===== src/rtl/pmp_cfg_rx_pkg.sv =====
// Shared definitions for the PMP configuration receiver and the capture logic.
package pmp_cfg_rx_pkg;

  // Register addresses carried in header byte bits [2:0]
  localparam logic [2:0] CFG_TRIG = 3'd0;
  localparam logic [2:0] CFG_DECL = 3'd1;
  localparam logic [2:0] CFG_DECH = 3'd2;
  localparam logic [2:0] CFG_CTRL = 3'd3;

  // Header marker bit
  localparam int unsigned HDR_FLAG = 7;

  // CTRL register bit positions
  localparam int unsigned CTRL_EDGE    = 0;
  localparam int unsigned CTRL_ARM     = 1;
  localparam int unsigned CTRL_FORCE   = 2;
  localparam int unsigned CTRL_RESTART = 3;
  localparam int unsigned CTRL_ERR_CLR = 7;

  // Decode FSM states
  typedef logic [0:0] rx_state_t;
  localparam rx_state_t StIdle     = 1'b0;
  localparam rx_state_t StWaitData = 1'b1;

  // Reset values, shared with the capture logic
  localparam logic [15:0] DECIM_RST_DEFAULT = 16'h0010;
  localparam logic [7:0]  TRIG_RST_DEFAULT  = 8'h80;

  // A decimation factor of zero is meaningless; treat it as no decimation.
  function automatic logic [15:0] clamp_decim(input logic [15:0] value);
    return (value == 16'd0) ? 16'd1 : value;
  endfunction

endpackage


===== src/rtl/pmp_strobe_sync.sv =====
// Synchronises the asynchronous PMP pins and turns each qualified pmwrn release into a
// one-cycle strobe with the byte that was on the bus.
module pmp_strobe_sync
  import pmp_cfg_rx_pkg::*;
#(
  parameter int unsigned SYNC_STAGES = 2
) (
  input  logic       clk,
  input  logic       reset,
  input  logic [7:0] pmd_in,
  input  logic       pmwrn,
  input  logic       pmenb,
  output logic       strb,
  output logic [7:0] data_byte
);

  logic [SYNC_STAGES-1:0] wrn_sync_q;
  logic [SYNC_STAGES-1:0] enb_sync_q;
  logic [7:0]             pmd_sync_q [SYNC_STAGES];
  logic                   wrn_prev_q;
  logic                   strb_q;
  logic [7:0]             byte_q;
  logic                   rise;

  // Rising edge of the synchronised write strobe, qualified by the synchronised enable
  always_comb begin
    rise = wrn_sync_q[SYNC_STAGES-1] & ~wrn_prev_q & enb_sync_q[SYNC_STAGES-1];
  end

  // Synchroniser chains reset to the idle bus, then edge detect and byte capture
  always_ff @(posedge clk) begin
    if (reset) begin
      wrn_sync_q <= '1;
      enb_sync_q <= '0;
      for (int i = 0; i < SYNC_STAGES; i++) begin
        pmd_sync_q[i] <= '0;
      end
      wrn_prev_q <= 1'b1;
      strb_q     <= 1'b0;
      byte_q     <= '0;
    end else begin
      wrn_sync_q    <= {wrn_sync_q[SYNC_STAGES-2:0], pmwrn};
      enb_sync_q    <= {enb_sync_q[SYNC_STAGES-2:0], pmenb};
      pmd_sync_q[0] <= pmd_in;
      for (int i = 1; i < SYNC_STAGES; i++) begin
        pmd_sync_q[i] <= pmd_sync_q[i-1];
      end
      wrn_prev_q <= wrn_sync_q[SYNC_STAGES-1];
      strb_q     <= rise;
      if (rise) begin
        byte_q <= pmd_sync_q[SYNC_STAGES-1];
      end
    end
  end

  assign strb      = strb_q;
  assign data_byte = byte_q;

endmodule


===== src/rtl/pmp_cfg_rx.sv =====
// PIC->FPGA PMP receiver: decodes (header, data) byte pairs into capture configuration
// registers and one-cycle command pulses.
module pmp_cfg_rx
  import pmp_cfg_rx_pkg::*;
#(
  parameter int unsigned SYNC_STAGES = 2,
  parameter int unsigned TIMEOUT_CYC = 1024,
  parameter logic [15:0] DECIM_RST   = DECIM_RST_DEFAULT,
  parameter logic [7:0]  TRIG_RST    = TRIG_RST_DEFAULT
) (
  input  logic        adc_dbl,
  input  logic        reset,
  input  logic [7:0]  pmd_in,
  input  logic        pmwrn,
  input  logic        pmenb,
  output logic [7:0]  trig_level,
  output logic        trig_edge,
  output logic [15:0] decim,
  output logic        armed,
  output logic        force_trig,
  output logic        restart,
  output logic        cfg_update,
  output logic        err
);

  localparam logic [15:0] TimeoutLast = 16'(TIMEOUT_CYC - 1);

  logic       strb;
  logic [7:0] rx_byte;

  pmp_strobe_sync #(
    .SYNC_STAGES(SYNC_STAGES)
  ) u_strobe_sync (
    .clk      (adc_dbl),
    .reset    (reset),
    .pmd_in   (pmd_in),
    .pmwrn    (pmwrn),
    .pmenb    (pmenb),
    .strb     (strb),
    .data_byte(rx_byte)
  );

  rx_state_t   state_q, state_d;
  logic [2:0]  addr_q, addr_d;
  logic [15:0] timer_q, timer_d;
  logic [7:0]  trig_level_q, trig_level_d;
  logic        trig_edge_q, trig_edge_d;
  logic [15:0] decim_q, decim_d;
  logic [7:0]  decim_lo_q, decim_lo_d;
  logic        armed_q, armed_d;
  logic        force_trig_q, force_trig_d;
  logic        restart_q, restart_d;
  logic        cfg_update_q, cfg_update_d;
  logic        err_q, err_d;
  logic        err_set, err_clr;

  // Header/data decode, register writes and timeout supervision
  always_comb begin
    state_d      = state_q;
    addr_d       = addr_q;
    timer_d      = timer_q;
    trig_level_d = trig_level_q;
    trig_edge_d  = trig_edge_q;
    decim_d      = decim_q;
    decim_lo_d   = decim_lo_q;
    armed_d      = armed_q;
    force_trig_d = 1'b0;
    restart_d    = 1'b0;
    cfg_update_d = 1'b0;
    err_set      = 1'b0;
    err_clr      = 1'b0;

    case (state_q)
      StIdle: begin
        if (strb) begin
          if (rx_byte[HDR_FLAG]) begin
            addr_d  = rx_byte[2:0];
            timer_d = '0;
            state_d = StWaitData;
          end else begin
            // Data byte with no header in front of it
            err_set = 1'b1;
          end
        end
      end
      StWaitData: begin
        if (strb) begin
          state_d = StIdle;
          case (addr_q)
            CFG_TRIG: begin
              trig_level_d = rx_byte;
              cfg_update_d = 1'b1;
            end
            CFG_DECL: begin
              decim_lo_d   = rx_byte;
              cfg_update_d = 1'b1;
            end
            CFG_DECH: begin
              decim_d      = clamp_decim({rx_byte, decim_lo_q});
              cfg_update_d = 1'b1;
            end
            CFG_CTRL: begin
              trig_edge_d  = rx_byte[CTRL_EDGE];
              // Restart always disarms, whatever the arm bit says
              armed_d      = rx_byte[CTRL_ARM] & ~rx_byte[CTRL_RESTART];
              force_trig_d = rx_byte[CTRL_FORCE];
              restart_d    = rx_byte[CTRL_RESTART];
              err_clr      = rx_byte[CTRL_ERR_CLR];
              cfg_update_d = 1'b1;
            end
            default: begin
              err_set = 1'b1;
            end
          endcase
        end else if (timer_q == TimeoutLast) begin
          err_set = 1'b1;
          state_d = StIdle;
        end else if (timer_q != 16'hFFFF) begin
          timer_d = timer_q + 16'd1;
        end
      end
      default: begin
        state_d = StIdle;
      end
    endcase

    if (err_clr) begin
      err_d = 1'b0;
    end else if (err_set) begin
      err_d = 1'b1;
    end else begin
      err_d = err_q;
    end
  end

  // State and configuration registers; reset discards any pending header
  always_ff @(posedge adc_dbl) begin
    if (reset) begin
      state_q      <= StIdle;
      addr_q       <= '0;
      timer_q      <= '0;
      trig_level_q <= TRIG_RST;
      trig_edge_q  <= 1'b0;
      decim_q      <= DECIM_RST;
      decim_lo_q   <= DECIM_RST[7:0];
      armed_q      <= 1'b0;
      force_trig_q <= 1'b0;
      restart_q    <= 1'b0;
      cfg_update_q <= 1'b0;
      err_q        <= 1'b0;
    end else begin
      state_q      <= state_d;
      addr_q       <= addr_d;
      timer_q      <= timer_d;
      trig_level_q <= trig_level_d;
      trig_edge_q  <= trig_edge_d;
      decim_q      <= decim_d;
      decim_lo_q   <= decim_lo_d;
      armed_q      <= armed_d;
      force_trig_q <= force_trig_d;
      restart_q    <= restart_d;
      cfg_update_q <= cfg_update_d;
      err_q        <= err_d;
    end
  end

  assign trig_level = trig_level_q;
  assign trig_edge  = trig_edge_q;
  assign decim      = decim_q;
  assign armed      = armed_q;
  assign force_trig = force_trig_q;
  assign restart    = restart_q;
  assign cfg_update = cfg_update_q;
  assign err        = err_q;

endmodule


===== config.mk =====
export PLATFORM = sky130hd
export DESIGN_NAME = pmp_cfg_rx
export DESIGN_NICKNAME = d
export VERILOG_FILES = /design/src/rtl/pmp_cfg_rx_pkg.sv /design/src/rtl/pmp_strobe_sync.sv /design/src/rtl/pmp_cfg_rx.sv
export SDC_FILE = /design/constraint.sdc
export NUM_CORES = 1
export LEC_CHECK = 0
export BUFFER_PORTS_ARGS = -buffer_cell sky130_fd_sc_hd__buf_2
export CORE_MARGIN = 3
export CORE_UTILIZATION = 57
export CTS_CLUSTER_DIAMETER = 150
export CTS_CLUSTER_SIZE = 25
export DETAILED_ROUTE_END_ITERATION = 8
export PLACE_DENSITY = 0.81
export SYNTH_ARGS = -nofsm -noshare
export SYNTH_HDL_FRONTEND = slang
export SYNTH_SLANG_ARGS = --single-unit

===== constraint.sdc =====
create_clock -name adc_dbl -period 2.9 [get_ports adc_dbl]
set_input_delay 0.435 -clock adc_dbl [delete_from_list [all_inputs] [get_ports adc_dbl]]
set_output_delay 0.435 -clock adc_dbl [all_outputs]
set_load 0.02 [all_outputs]

==> results of run 1 <==
==> sequential cells by signal, summed over array words and instances (netlist names), 2 cells and up <==
register	count
timer_q	16
u_strobe_sync.enb_sync_q	2
u_strobe_sync.wrn_sync_q	2
addr_q	3
u_strobe_sync.data_byte	8
trig_level	8
decim_lo_q	8
decim	16
u_strobe_sync.pmd_sync_q	16
==> cells by family after synthesis <==
| logic type | Yosys count | share of synthesized area, % |
|---|---|---|
| buffers and inverters | 28 | 3.299 |
| muxes | 29 | 8.504 |
| AOI/OAI and AO/OA | 60 | 12.87 |
| DFF | 88 | 51.61 |
| adders and majority gates | 1 | 0.3665 |
| and+or+nand+nor | 158 | 23.35 |
==> cells in the mapped netlist (all sizes together), types with 6 or more instances <==
cell	number
a21oi	24
or4	6
o211ai	8
clkbuf	20
nand3	13
mux2i	29
dfxtp	88
nand4	6
nor4	6
nand2	49
nor2b	18
nor2	34
==> worst paths after layout <==
check / from / end / cells after the start
max: timer_q[10] / timer_q[10] / 5
min: pmwrn / u_strobe_sync.wrn_sync_q[0] / 2
max reg2reg: timer_q[10] / timer_q[10] / 5
min reg2reg: u_strobe_sync.wrn_sync_q[0] / u_strobe_sync.wrn_sync_q[1] / 1
==> final cells by class <==
cell class | instances | area (µm²) | share of cell area, %
Sequential cell | 88 | 1762 | 45.51
Multi-Input combinational cell | 248 | 1545 | 39.92
Timing Repair Buffer | 47 | 250.2 | 6.464
Clock buffer | 11 | 141.4 | 3.652
Tap cell | 72 | 90.09 | 2.327
Clock inverter | 5 | 63.81 | 1.648
Inverter | 5 | 18.77 | 0.4848
==> worst max-delay path: stages (launching register included) <==
cell	delay [ns]
dfxtp_1	0.39
or4_4	0.58
o32a_4	0.35
o41ai_4	0.56
o211ai_1	0.18
o31ai_1	0.10
==> routing by layer <==
| metal | global-route usage (%) | wire length (µm) | vias up | part of all wire (%) |
|---|---|---|---|---|
| met2 | 31.34 | 3182 | 80 | 46 |
| met5 | 0 | 0 | - | 0 |
| met1 | 27.58 | 3213 | 1286 | 46 |
| li1 | - | - | 1352 | - |
| met3 | 3.869 | 352 | 17 | 5.1 |
| met4 | 11.14 | 175 | 0 | 2.5 |
==> report_power, final <==
group / internal [mW] / switching (mW)
Clock: 0.428 / 0.425
Combinational: 0.0151 / 0.0229
Sequential: 1.22 / 0.00308
==> placed cells by master, fill, tap and decap left out, drive strengths merged, types with 2 or more instances in the layout <==
cell / instances
nand3b: 3
a31oi: 4
or4: 6
inv: 6
a311oi: 3
or3: 2
a41oi: 2
o41ai: 2
o21ai: 4
buf: 47
a21oi: 24
or2: 5
nor4: 6
or3b: 2
nand2: 49
nand4: 6
and4: 2
dfxtp: 88
nor3b: 2
o211ai: 8
nand3: 13
a211oi: 2
clkbuf: 11
o21a: 3
and3: 2
o31ai: 4
nor3: 5
mux2i: 29
nor2b: 18
clkinv: 2
nor2: 34
==> metrics by stage <==
step	hold slack, ns	cell area [µm²]	total power [mW]	cells	util (%)
after detailed placement	0.3928	3666	1.291	460	64.98
after global routing	0.2677	3871	2.200	476	68.62
after floorplan	0.3895	3413	1.277	364	-
after CTS	0.2503	3871	2.139	476	68.62
final	0.2633	3871	2.115	476	68.62
after global placement	0.3944	3666	1.289	460	64.98
==> flow_summary_export.csv, run 1 <==
group,metric,value,unit
sta,maxSlewHeadroom,52.22,%
cts,numCtsBuffers,9,
sta,rsz0062_at_grt,"no",
global_routing,grt_max_degree,76,
sta,worst_pin_slew,0.7167,ns
floorplan,core_region_area,5642,µm²
cts,ctsHoldBuffers,0,
global_routing,grt_overflow,0,
sta,setup_viol,0,
global_routing,grt_pass1_wl,11740,µm
cts,post_cts_buffers,0,
sta,period_minus_slack,2.271,ns
drt,viasPerCell,5.746,
cts,clk_pin_slew,0.08,ns
critical_path,path_class,"register to register",
drt,drt_pre_antenna_iters,4,
cts,h-tree-depth,3,
drt,antenna_left,0,
sta,max_freq,0.4403,GHz
logic_synthesis,ys.flop_type,"dfxtp_1",
logic_synthesis,yosysWarnings,0,
critical_path,arrival,2.52,ns
cells_and_area,drive_gt1_share,18.81,%
logic_synthesis,synth.area.top_cells,"dfxtp_1 52%, mux2i_1 8.5%, nand2_1 5.4%",
cells_and_area,n_antenna_cell,0,
critical_path,rrSetupSlack,0.63,ns
logic_synthesis,synth_nets,377,
logic_synthesis,synth_seq_cells,88,
run,cap_violations,0,
critical_path,worst_setup_path_end_kind,"register",
pwr,p_per_area,546.3,nW/µm²
logic_synthesis,syn_area,3413,µm²
floorplan,dieArea,6953,µm²
cells_and_area,syn_to_final_growth,13.42,%
global_routing,grt_antenna_before_repair,0,
placement,dp_slack,0.6622,ns
logic_synthesis,ys_types,44,
sta,period_share,78.31,%
drt,drt_iter0_drc,203,
critical_path,startpoint_type,"register",
run_status,outcome,"completed",
floorplan,start_util,60.50,%
critical_path,required,3.15,ns
cts,cts-root-buf,"clkbuf_8",
cts,cts-resized-gates,0,
drt,vias,2735,
logic_synthesis,async_flop_share,0,%
logic_synthesis,synth.largest_area_cell,"dfxtp_1",
cts,cts.sinks,88,
cts,clk_path_buf_depth,2,
placement,gp_congestion,0.9076,
floorplan,io_pins,42,
floorplan,die_w,83.39,µm
logic_synthesis,avgSynthCellArea,9.377,µm²
cts,tritoncts,"done",
cells_and_area,layout.nets,412,
critical_path,critPathMaxFanout,9,
floorplan,dieHeight,83.39,µm
logic_synthesis,syn_inst,364,
sta,finClkSkew,0.01105,ns
drt,wirelength,6924,µm
sta,worst_slack,0.6290,ns
sta,tns,0,ns
floorplan,rows,27,
pwr,total_leakage_power,1.521,nW
cells_and_area,fillers,448,
cts,clkLatencyLatePin,0.35,ns
sta,finalHoldViolations,0,
global_routing,grt_usage,20.60,%
logic_synthesis,synth_edf_count,0,
sta,drv_slew,0,
global_routing,grt_pass1_vias,2502,
pwr,peakVddDrop,0.0003975,V
worst_hold_path,hp-class,"primary input to register",
drt,drcViolationCount,0,
logic_synthesis,yosysTopAreaCellShare,51.61,%
placement,dp_hpwl,4625,µm
placement,port_buffers,41,
logic_synthesis,synth-seq-area-share,51.61,%
drt,wl_per_cell,14.55,µm
(Power assumes the default switching activity.)
==> inputs of run 2 (changes only) <==
--- a/config.mk
+++ b/config.mk
@@ -7,11 +7,11 @@
 export LEC_CHECK = 0
 export BUFFER_PORTS_ARGS = -buffer_cell sky130_fd_sc_hd__buf_2
 export CORE_MARGIN = 3
-export CORE_UTILIZATION = 57
+export CORE_UTILIZATION = 51
 export CTS_CLUSTER_DIAMETER = 150
 export CTS_CLUSTER_SIZE = 25
 export DETAILED_ROUTE_END_ITERATION = 8
-export PLACE_DENSITY = 0.81
+export PLACE_DENSITY = 0.77
 export SYNTH_ARGS = -nofsm -noshare
 export SYNTH_HDL_FRONTEND = slang
 export SYNTH_SLANG_ARGS = --single-unit
==> constraint.sdc (replaced) <==
create_clock -name adc_dbl -period 1.9 [get_ports adc_dbl]
set_input_delay 0.285 -clock adc_dbl [delete_from_list [all_inputs] [get_ports adc_dbl]]
set_output_delay 0.285 -clock adc_dbl [all_outputs]
set_load 0.02 [all_outputs]
==> run 2 against run 1 <==
Critical path depth is 1 higher. Global-route usage is 0.46 points higher. Setup slack worse by 0.69 ns. Sequential share of layout area is 3.7 points lower. The run now ends with negative setup slack left. Sequential power is 53% higher. Clock skew hardly changed.
==> flow_summary_export.csv, run 2 (synthesis results as in run 1) <==
group,metric,value,unit
placement,dp_hpwl,5410,µm
critical_path,slowest_delay,0.55,ns
floorplan,rows,29,
cts,h-tree-depth,3,
run_status,violations,"negative setup slack",
critical_path,arrival,2.18,ns
global_routing,grt_pass1_wl,12780,µm
cts,tritoncts,"done",
worst_hold_path,whs_path_depth,2,
pwr,total_leakage_power,1.722,nW
sta,rsz0062_at_grt,"yes",
cells_and_area,stdcell_area,4223,µm²
floorplan,dieHeight,87.81,µm
drt,antenna_left,0,
worst_hold_path,hold_path_startpoint,"pmwrn",
cells_and_area,final_common_cell,"dfxtp_1",
sta,period_minus_slack,1.963,ns
pwr,p_per_area,767.8,nW/µm²
global_routing,grt.busiest_layer,"met2",
global_routing,grt_max_degree,44,
sta,setup_viol,11,
sta,drv_slew,0,
cells_and_area,n_antenna_cell,0,
placement,placed_cells,501,
sta,worst_slack,-0.06298,ns
critical_path,timing.critical_path.buf_inv,1,
cts,cts-root-buf,"clkbuf_8",
sta,whs,0.1236,ns
run_status,outcome,"complete, but fails checks",
cells_and_area,instances_no_fill,519,
critical_path,reg2reg_depth,6,
worst_hold_path,hp-class,"primary input to register",
cts,cts.sinks,88,
global_routing,grt_pass1_vias,2699,
cts,clk_path_buf_depth,2,
floorplan,core_region_area,6422,µm²
drt,drcViolationCount,0,
cts,clkLatencyLatePin,0.35,ns
drt,drt_iter0_drc,164,
critical_path,rr_endpoint,"timer_q[9]",
cts,numCtsBuffers,9,
drt,wirelength,7570,µm
critical_path,critPathMaxFanout,6,
global_routing,use_met3,3.198,%
floorplan,io_pins,42,
placement,dp_slack,-0.1193,ns
floorplan,start_util,53.15,%
placement,place_area,3943,µm²
pwr,peakVddDrop,0.0005936,V
sta,max_freq,0.5094,GHz
critical_path,path_class,"register to register",
drt,wl_per_cell,14.59,µm
cells_and_area,final_core_util,65.75,%
placement,port_buffers,41,
drt,vias,2815,
drt,drt_pre_antenna_iters,4,
placement,gp_congestion,0.8680,
global_routing,grt_usage,21.06,%
critical_path,path_cells,"or4_4, o32a_4, o21a_4, buf_4, a31oi_2, a311oi_2",
sta,finalHoldViolations,0,
floorplan,dieArea,7711,µm²
cells_and_area,layout.nets,450,
critical_path,rrSetupSlack,-0.06,ns
cells_and_area,drive_gt1_share,28.73,%
sta,period_share,103.3,%
run,cap_violations,0,
cells_and_area,syn_to_final_growth,23.72,%
cells_and_area,layout_common_cells,"86 x dfxtp_1, 49 x nand2_1, 44 x buf_4",
critical_path,crit_family,"compound AO/OA/AOI/OAI gates",
sta,finClkSkew,0.01144,ns
sta,tns,-0.4125,ns
critical_path,crit_slowest_cell,"or4_4",
global_routing,grt_overflow,0,
critical_path,worst_setup_path_end_kind,"register",
critical_path,required,2.12,ns
global_routing,grt_antenna_before_repair,0,
cts,clk_pin_slew,0.09,ns
drt,viasPerCell,5.424,
sta,maxSlewHeadroom,63.68,%
global_routing,globalRouteMet1Util,28.30,%
sta,worst_pin_slew,0.5432,ns
global_routing,met2_usage,33.90,%
worst_hold_path,min_to,"u_strobe_sync.wrn_sync_q[0]",
cells_and_area,fillers,527,
critical_path,r2r-start,"timer_q[10]",
pwr,p_total,3.242,mW
floorplan,die_w,87.81,µm
critical_path,startpoint_type,"register",
==> run 2: changes by cell type in the layout (fill, tap and decap cells not counted), moves of 2 or more <==
cell | before | now
a21oi_1 | 24 | 22
a21oi_2 | 0 | 2
a311oi_1 | 3 | 0
a311oi_2 | 0 | 3
buf_4 | 6 | 44
clkinv_2 | 0 | 2
dfxtp_1 | 88 | 86
dfxtp_2 | 0 | 2
==> run 2: per-layer routing <==
metal	vias to the layer above	part of all wire [%]	wire (µm)
met4	0	1.4	106
met5	-	0	0
met1	1309	47	3578
li1	1428	-	-
met2	68	47	3523
met3	10	4.8	362
==> run 2: how the worst max path moves through the flow <==
| stage | startpoint | endpoint | cells past startpoint |
|---|---|---|---|
| after floorplan | timer_q[10] | timer_q[8] | 6 |
| after global placement | timer_q[10] | timer_q[9] | 5 |
| after detailed placement | timer_q[0] | timer_q[7] | 7 |
| after CTS | timer_q[10] | timer_q[9] | 5 |
| after global routing | timer_q[10] | timer_q[10] | 6 |
| final | timer_q[10] | timer_q[9] | 6 |
==> run 2: cell type report <==
cell class,count,area (µm²),share of cell area [%]
sequential,88,1764,41.78
tap,77,96.34,2.281
clock inverter,6,67.56,1.600
inverter,5,18.77,0.4444
clock buffer,10,137.6,3.259
multi-input combinational,248,1603,37.96
timing repair buffer,85,535.5,12.68
==> run 2: what timing repair did <==
action | CTS | global route
resized for setup | 2 | 12
pin swaps | 2 | 3
endpoints found under the setup margin | 16 | 17
hold buffers | 0 | 0
hold endpoints to repair | 0 | 0
gates cloned | 0 | 0
setup buffers | 1 | 1
==> run 2: worst reg2reg max path: cells and delay by family (launching register included) <==
family | cells | cell delay (ns)
buf+inv | 1 | 0.16
flops | 1 | 0.32
compound gates | 4 | 0.81
simple gates | 1 | 0.55
==> run 2: power breakdown <==
group | switching, mW | total, mW | internal [mW]
sequential | 0.00465 | 1.87 | 1.86
combinational | 0.0362 | 0.0607 | 0.0245
clock | 0.664 | 1.31 | 0.651
